File: config.mk
export PLATFORM = sky130hd
export DESIGN_NAME = btn_debounce
export DESIGN_NICKNAME = d
export VERILOG_FILES = /design/src/rtl/btn_debounce.sv
export SDC_FILE = /design/constraint.sdc
export NUM_CORES = 1
export LEC_CHECK = 0
export BUFFER_PORTS_ARGS = -buffer_cell sky130_fd_sc_hd__buf_4
export CAP_MARGIN = 15
export CORE_ASPECT_RATIO = 1.4
export CORE_UTILIZATION = 35
export DETAILED_ROUTE_END_ITERATION = 12
export GPL_TIMING_DRIVEN = 0
export MAX_ROUTING_LAYER = met4
export PLACE_DENSITY = 0.48
export SETUP_SLACK_MARGIN = 0.5
export SLEW_MARGIN = 20
export SYNTH_ARGS = -nofsm -noshare
export SYNTH_HDL_FRONTEND = slang
export SYNTH_SLANG_ARGS = --single-unit
File: constraint.sdc
create_clock -name clk -period 1.7 [get_ports clk]
set_input_delay 0 -clock clk [delete_from_list [all_inputs] [get_ports clk]]
set_output_delay 0 -clock clk [all_outputs]
set_load 0.05 [all_outputs]
File: src/rtl/btn_debounce.sv
// btn_debounce: turns raw, bouncy, asynchronous buttons/switches into clean,
// synchronized levels plus single-cycle rise/fall pulses.
// Pipeline: 2-flop synchronizer -> shared sample-tick prescaler ->
// per-channel stability counter.
// Optional feature macro: BTN_LONG_PRESS_EN adds the long_press output and a
// per-channel hold counter that fires once per press after LONG_TICKS ticks.
module btn_debounce #(
    parameter int WIDTH        = 8,
    parameter int CLK_DIV      = 100000,
    parameter int STABLE_TICKS = 4,
    parameter int LONG_TICKS   = 1000
) (
    input  logic             clk,
    input  logic             rst_n,
    input  logic [WIDTH-1:0] btn_in,
    output logic [WIDTH-1:0] btn_level,
    output logic [WIDTH-1:0] btn_rise,
    output logic [WIDTH-1:0] btn_fall,
`ifdef BTN_LONG_PRESS_EN
    output logic [WIDTH-1:0] long_press,
`endif
    output logic             sample_tick
);

    // A 1-bit prescaler is still needed when CLK_DIV is 1 (it simply stays 0).
    localparam int DIV_W = (CLK_DIV > 1) ? $clog2(CLK_DIV) : 1;
    localparam int CNT_W = $clog2(STABLE_TICKS) + 1;

    localparam logic [DIV_W-1:0] DIV_LAST = DIV_W'(CLK_DIV - 1);
    localparam logic [CNT_W-1:0] CNT_LAST = CNT_W'(STABLE_TICKS - 1);

    // Elaboration-time guard against illegal configurations.
    if (CLK_DIV < 1 || STABLE_TICKS < 1 || LONG_TICKS < 1) begin : g_bad_params
        $error("btn_debounce: CLK_DIV, STABLE_TICKS and LONG_TICKS must all be >= 1");
    end

    logic [WIDTH-1:0] sync_p0;
    logic [WIDTH-1:0] sync_p1;
    logic [DIV_W-1:0] div_cnt;
    logic [CNT_W-1:0] cnt [WIDTH];

    // ---- stage p0/p1: two-flop synchronizer, only sync_p1 is used downstream
    always_ff @(posedge clk or negedge rst_n) begin
        if (!rst_n) begin
            sync_p0 <= '0;
            sync_p1 <= '0;
        end else begin
            sync_p0 <= btn_in;
            sync_p1 <= sync_p0;
        end
    end

    // ---- shared prescaler: registered one-cycle strobe every CLK_DIV cycles
    always_ff @(posedge clk or negedge rst_n) begin
        if (!rst_n) begin
            div_cnt     <= '0;
            sample_tick <= 1'b0;
        end else begin
            if (div_cnt == DIV_LAST) begin
                div_cnt <= '0;
            end else begin
                div_cnt <= div_cnt + 1'b1;
            end
            sample_tick <= (div_cnt == DIV_LAST);
        end
    end

    // ---- per-channel stability counter: flip on the STABLE_TICKS-th
    // ---- consecutive mismatching tick, pulse rise/fall on that same edge
    always_ff @(posedge clk or negedge rst_n) begin
        if (!rst_n) begin
            for (int i = 0; i < WIDTH; i++) begin
                cnt[i] <= '0;
            end
            btn_level <= '0;
            btn_rise  <= '0;
            btn_fall  <= '0;
        end else begin
            btn_rise <= '0;
            btn_fall <= '0;
            if (sample_tick) begin
                for (int i = 0; i < WIDTH; i++) begin
                    if (sync_p1[i] == btn_level[i]) begin
                        cnt[i] <= '0;
                    end else if (cnt[i] == CNT_LAST) begin
                        cnt[i]       <= '0;
                        btn_level[i] <= ~btn_level[i];
                        btn_rise[i]  <= ~btn_level[i];
                        btn_fall[i]  <= btn_level[i];
                    end else begin
                        cnt[i] <= cnt[i] + 1'b1;
                    end
                end
            end
        end
    end

`ifdef BTN_LONG_PRESS_EN
    localparam int HOLD_W = $clog2(LONG_TICKS) + 1;

    localparam logic [HOLD_W-1:0] HOLD_LAST = HOLD_W'(LONG_TICKS);
    localparam logic [HOLD_W-1:0] HOLD_PRE  = HOLD_W'(LONG_TICKS - 1);

    logic [HOLD_W-1:0] hold [WIDTH];

    // ---- hold counter: counts ticks while pressed, saturates so each press
    // ---- yields a single long_press pulse
    always_ff @(posedge clk or negedge rst_n) begin
        if (!rst_n) begin
            for (int i = 0; i < WIDTH; i++) begin
                hold[i] <= '0;
            end
            long_press <= '0;
        end else begin
            long_press <= '0;
            for (int i = 0; i < WIDTH; i++) begin
                if (!btn_level[i] || btn_rise[i]) begin
                    hold[i] <= '0;
                end else if (sample_tick && hold[i] != HOLD_LAST) begin
                    hold[i] <= hold[i] + 1'b1;
                    if (hold[i] == HOLD_PRE) begin
                        long_press[i] <= 1'b1;
                    end
                end
            end
        end
    end
`endif

endmodule

==> results of run 1 <==
==> placed cells by master, fill, tap and decap left out, types with 5 or more instances in the layout <==
cell / count
a21o_1: 6
buf_4: 49
clkbuf_16: 10
dfrtp_1: 69
dfrtp_2: 13
dlygate4sd3_1: 9
ha_2: 6
inv_1: 21
mux2_2: 8
nand2_1: 12
nand3_1: 6
nand3b_1: 6
nand4_1: 5
nor2_1: 15
nor3b_1: 16
o21a_1: 7
o22ai_1: 8
xnor2_1: 11
xor2_1: 9
==> repair_timing <==
action                                 4_1_cts  5_1_grt
buffers inserted                             7        9
endpoints found under the hold margin       90       82
pin swaps                                    5       10
hold buffers                                 8        1
cloned                                       1        0
setup endpoints to repair                   20       33
gates resized for setup                     11       21
==> routing by layer <==
layer  vias to the layer above  routed length (µm)  share of wire, %
met5                         -                   0                 0
met4                         0                 133               2.3
li1                       1052                   -                 -
met2                        22                3030                52
met1                      1055                2460                42
met3                        10                 207               3.5
==> report_power, final <==
group          internal, µW  total (µW)  switching [µW]
Clock                  1020        1750             723
Sequential             1970        1990            13.8
Combinational          45.3        97.7            52.4
==> area by class of cell <==
class | instances | area (µm²)
Timing Repair Buffer | 60 | 487
Buffer | 6 | 70.1
Clock buffer | 13 | 250
Inverter | 21 | 78.8
Multi-Input combinational cell | 157 | 1280
Sequential cell | 82 | 2070
Fill cell | 862 | 4700
Clock inverter | 3 | 15.0
Tap cell | 107 | 134
==> worst reg2reg max path, delay by kind of cell, from the launching register on <==
family,cells,cell delay [ns]
simple gates,3,0.80
flops,1,0.41
compound gates,1,0.12
==> final timing paths <==
path                            startpoint           end  slack, ns  cells past startpoint
min in group clk                 btn_in[7]    sync_p0[7]       0.32                      2
max in group asynchronous            rst_n  btn_level[2]       0.84                      2
worst min register to register  sync_p0[0]    sync_p1[0]       0.35                      0
worst min-delay path                 rst_n    sync_p1[3]       0.26                      2
worst max register to register  div_cnt[1]   div_cnt[15]       0.31                      4
worst max-delay path            div_cnt[1]   div_cnt[15]       0.31                      4
==> metrics by stage <==
stage	hold slack [ns]	std cells	area (µm²)	util (%)	setup WS, ns
final	0.255	449	4380	48.2	0.309
after CTS	-0.0978	439	4240	46.7	0.252
after detailed placement	0.111	407	3780	41.7	0.241
after global placement	0.109	407	3780	41.7	0.254
after floorplan	-0.296	266	3400	-	0.358
after global routing	0.314	449	4380	48.2	0.259
==> logic make-up after synthesis <==
logic type	after synthesis
and+or+nand+nor	85
DFF	82
AOI/OAI and AO/OA	31
buffers and inverters	27
xor gates and xnor gates	22
muxes	10
adders and majority gates	9
==> registers in the layout, summed over array words and instances (netlist names) <==
signal       count
btn_fall         8
btn_level        8
btn_rise         8
cnt             24
div_cnt         17
sample_tick      1
sync_p0          8
sync_p1          8
==> impl_results.md, run 1 <==
* Final period util at 81.8%
* Clock Latency Late Sink at 0.33 ns
* Yosys reg bits at 82
* TritonCTS buffer count at 9
* Post-route ant nets at 0
* Synth Warn # at 0
* Main combinational cell family by area after synthesis: simple AND/OR/NAND/NOR gates
* Max Slew Vio Count at 0
* Share of post-route cells with drive strength above 1 at 35.4%
* Minimum clock period at 1.39 ns
* Clk slew on worst S/H paths at 0.06 ns
* Initial antenna violation count at 0
* WP buf/inv at 0
* Hold/Removal Path Class: input port to asynchronous set/reset pin
* # setup viols final at 0
* Synth cell count leaders: 82 x dfrtp_1, 21 x inv_1, 16 x nor2_1, 16 x nor3b_1
* Max Fclk at 719 MHz
* GR Util met3 at 3.82%
* Cell variety after synth at 32
* Grt met1 use at 14.8%
* Top Usage Layer GRT: met2
* CTS sink count at 82
* Unrepaired setup endpoints after global routing: true
* Initial detailed-routing violation count at 97
* Antenna Cells at 0
* Clk buf depth at 2
* Initial DRT Pass Iterations at 8
* Synth Area per Inst at 12.4 µm²
* Gpl congestion at 0.704
* Met2 Use GR at 22.8%
* Crit Path Class: flip-flop to flip-flop
* Global-route usage over all layers at 13.7%
* DIE WIDTH at 83.9 µm
* Post-synth EDFFs at 0
* Crit-path cells: and4_4, nand3_4, or4_4, a21oi_2
* Post-Synth XOR/XNOR Area at 5.86%
* Slew @ Worst Pin at 0.762 ns
* Initial core utilization at 36.2%
* WP data required at 1.96 ns
* Failing checks: DRC
* First-pass GRT wire length at 9820 µm
* I/O Buffers at 34
* Synth area leader: dfrtp_1
* Leak at 0.00197 µW
* Post-synthesis simple-gate area fraction at 15.4%
* Worst clock skew at 0.00488 ns
* Synth Flop Type: dfrtp_1
* Post-synthesis mux area share at 3.39%
* Ys async rst share at 100%
* Adder-Cell Fraction of Synth Area at 3.43%
* Vias per cell at 4.76
* P per Cell Area at 874 nW/µm²
* # Max-Cap Violations at 0
* CP arrival at 1.66 ns
* Largest net degree at the start of global routing at 83
* Combined area of all synthesized cells at 3290 µm²
* Number of remaining DRC errors at 6
* Layout area overhead at 33.2%
* Worst-path fanout max at 4
* Root Buffer: clkbuf_16
* Final HPWL DP at 3560 µm
* Top-area cell type share of the netlist area at 62.4%
* Wire per inst at 13.0 µm
* Final global-route overflow total at 0
* Area contributors post-synth: dfrtp_1 62%, nor3b_1 3.7%, xnor2_1 3.5%
* Vias at 2139
* Seq/Total Area, Yosys at 62.4%
* Die Y at 117 µm
* Most common cell in the synthesized netlist: dfrtp_1
* Total negative slack at 0 ns
* Crit end category: flip-flop
* Startpoint types: flip-flop
* Outcome: finished with violations
* Row count at 41
* WL final at 5840 µm
* Synth Instances at 266
* Top-level port count at 35
* Number of global-route vias before repair at 2161
* Fin. Hold Viols at 0
* Crit-path slowest cell: or4_4
* Peak VDD IR at 0.475 mV
* CTS tree: built
* Final net count at 356
* Critical path's largest stage delay at 0.43 ns
* Overall Power at 3830 µW
* Max transition margin at 49.2%
* Largest delay contributor family on the critical path: simple AND/OR/NAND/NOR gates
* Total die area at 9790 µm²
* Core area at 9080 µm²
* Compound-gate portion of the synthesized area at 6.20%
* CTS H-tree lvls at 3
* Net Count, Synth at 285
No activity file was read; power rests on OpenSTA's default activity.
==> run 2, diff against run 1 <==
Settings changed: PLACE_DENSITY 0.48 to 0.5.
Clock period 1.7 ns to 1.2 ns, I/O delays scaled along.
==> run 2 against run 1 <==
Net effect:
- the run ends with DRC, hold timing, setup timing left
- sequential power rose by 41%
- sequential cell count did not move
- combinational power rose by 87%
- design area rose by 24%
- via count rose by 10%
- hold slack got worse by 0.56 ns
- cell count rose by 9.4%
- first-iteration DRC count rose by 51%
- routed wire length rose by 20%
- global-route usage rose by 2.2 points
- count of clock-buffer cells in the layout fell by 2
- total power rose by 52%
- critical path type unchanged
- largest power group unchanged
- highest routed layer unchanged
==> impl_results.md, run 2 (synthesis gave the netlist of run 1 again) <==
* Final HPWL DP at 3570 µm (about the same)
* Top-level port count at 35 (unchanged)
* Crit-path slowest cell: dfrtp_1
* Final Worst Setup Slack at -0.283 ns (-0.593 ns)
* First-pass GRT wire length at 11500 µm (+17%)
* Crit end category: flip-flop
* WHS at -0.305 ns (-0.560 ns)
* Post-route ant nets at 0 (unchanged)
* Final net count at 398 (+12%)
* Met3 wire len at 166 µm (-20%)
* Layout area overhead at 65.6%
* Leak at 0.00246 µW (+25%)
* Filler cell count in the final layout at 738 (-14%)
* CTS tree: built
* Max transition margin at 50.7% (+1.5 points)
* TritonCTS buffer count at 9 (unchanged)
* Largest regs: cnt: 24 flops, div_cnt: 17 flops
* Number of remaining DRC errors at 5 (-1)
* Vias at 2358 (+10%)
* Root Buffer: clkbuf_16
* FF+latch area at 2070 µm² (about the same)
* Startpoint types: flip-flop
* CP arrival at 1.70 ns (+0.04 ns)
* Placed cells at 407 (unchanged)
* Global-route usage over all layers at 15.9% (+2.2 points)
* # Max-Cap Violations at 0 (unchanged)
* Wire per inst at 14.3 µm (+9.7%)
* Worst clock skew at 0.00442 ns (-0.000451 ns)
* Worst-path fanout max at 3 (-1)
* Vias per cell at 4.80 (+0.81%)
* WL final at 7000 µm (+20%)
* Clock Latency Late Sink at 0.33 ns (about the same)
* Unrepaired setup endpoints after global routing: true
* Initial core utilization at 36.2% (unchanged)
* Total die area at 9790 µm² (unchanged)
* Met2 WL at 3930 µm (+29%)
* Hold/Removal Path Class: input port to asynchronous set/reset pin
* Peak VDD IR at 0.617 mV (+30%)
* Max Slew Vio Count at 0 (unchanged)
* FF-to-FF path depth at 6 (+2)
* Utilization after layout at 60.0% (+12 points)
* Outcome: finished with violations
* DIE WIDTH at 83.9 µm (unchanged)
* Number of global-route vias before repair at 2387 (+10%)
* Slew @ Worst Pin at 0.740 ns (-0.0226 ns)
* Antenna Cells at 0 (unchanged)
* Crit-path cells: buf_6, and4_4, nand3_4, buf_4, o31ai_1, a21oi_2
* Core area at 9080 µm² (unchanged)
* Largest register by flop count: cnt
* Share of post-route cells with drive strength above 1 at 55.5% (+20 points)
* Row count at 41 (unchanged)
* Die Y at 117 µm (unchanged)
* CTS sink count at 82 (unchanged)
* Non-filler cells, final at 491 (+9.4%)
* CTS H-tree lvls at 3 (unchanged)
* Initial DRT Pass Iterations at 7 (-1)
* Initial antenna violation count at 0 (unchanged)
* I/O Buffers at 34 (unchanged)
* Failing checks: DRC, hold timing, setup timing
* Hold_buf cts at 8 (unchanged)
* Initial detailed-routing violation count at 146 (+51%)
* # setup viols final at 16 (+16)
* Final period util at 124% (+42 points)
* Clk slew on worst S/H paths at 0.06 ns (about the same)
* Gpl congestion at 0.746 (+5.8%)
* Total negative slack at -2.33 ns (-2.33 ns)
* Critical path's largest stage delay at 0.40 ns (-0.03 ns)
* Clk buf depth at 2 (unchanged)
* Commonest non-fill, non-tap cell in the layout: dfrtp_1
* Wl on met1 at 2780 µm (+13%)
* P per Cell Area at 1070 nW/µm² (+22%)
* Max Fclk at 674 MHz (-6.3%)
* Multi-input logic area at 1660 µm² (+30%)
* Crit Path Class: flip-flop to flip-flop
* Final global-route overflow total at 0 (unchanged)
* Number of flip-flops in the largest register at 24 (unchanged)
* Largest net degree at the start of global routing at 83 (unchanged)
* WP data required at 1.41 ns (-0.55 ns)
* Overall Power at 5810 µW (+52%)
* Most frequent cells in the layout: 68 x dfrtp_1, 41 x buf_6, 41 x buf_4, 21 x inv_1
* Worst slack at placement at -0.272 ns (-0.513 ns)
* Fin. Hold Viols at 82 (+82)
* Uppermost layer routed: met4
* Minimum clock period at 1.48 ns (+0.0928 ns)
[run 2: changes by cell type in the layout (fill, tap and decap cells not counted), sizes merged]
cell	change
dlygate4sd3	-1
buf	+41
bufinv	+1
clkinvlp	+1
[run 2: power by group]
| group | switching [µW] | internal [µW] | total (µW) |
|---|---|---|---|
| sequential | 20.8 | 2790 | 2810 |
| clock | 1090 | 1710 | 2810 |
| combinational | 90.9 | 92.4 | 183 |
[run 2: layer usage]
| layer | vias up | global-route usage, % |
|---|---|---|
| li1 | 1145 | - |
| met1 | 1182 | 17.5 |
| met2 | 21 | 27.5 |
| met3 | 10 | 3.60 |
| met4 | 0 | 7.24 |
| met5 | - | - |
[run 2: final timing paths]
kind                       startpoint           to  slack, ns
setup reg to reg           div_cnt[0]  div_cnt[15]      -0.28
max in group asynchronous       rst_n   sync_p1[6]       0.94
hold / removal                  rst_n  btn_fall[1]      -0.30
min in group clk            btn_in[0]   sync_p0[0]       0.32
setup / recovery           div_cnt[0]  div_cnt[15]      -0.28
hold reg to reg            sync_p0[3]   sync_p1[3]       0.35
[run 2: layout make-up]
class,count,area share [%]
clock inverter,5,0.965
timing repair buffer,102,19.5
clock buffer,11,4.64
buffer,6,2.41
tap,107,2.46
sequential,82,38.0
multi-input combinational,157,30.5
inverter,21,1.45
[run 2: repair_timing]
| action | in CTS | in global routing |
|---|---|---|
| buffers inserted | 38 | 18 |
| hold endpoints to repair | 90 | 82 |
| gates resized for setup | 99 | 29 |
| cloned | 3 | 1 |
| pin swaps | 43 | 21 |
| endpoints found under the setup margin | 91 | 91 |
[run 2: stage by stage]
step                hold WS, ns  cell area (µm²)
finish                   -0.305             5440
global route             -0.229             5440
CTS                     -0.0961             5140
detailed placement        0.111             4000
global placement          0.110             4000
floorplan                -0.296             3610
[run 2: critical path: cells and delay by family, from the launching register on]
family	cells	cell delay [ns]
AOI/OAI and AO/OA	2	0.36
DFF	1	0.40
buffers and inverters	2	0.27
and+or+nand+nor	2	0.33
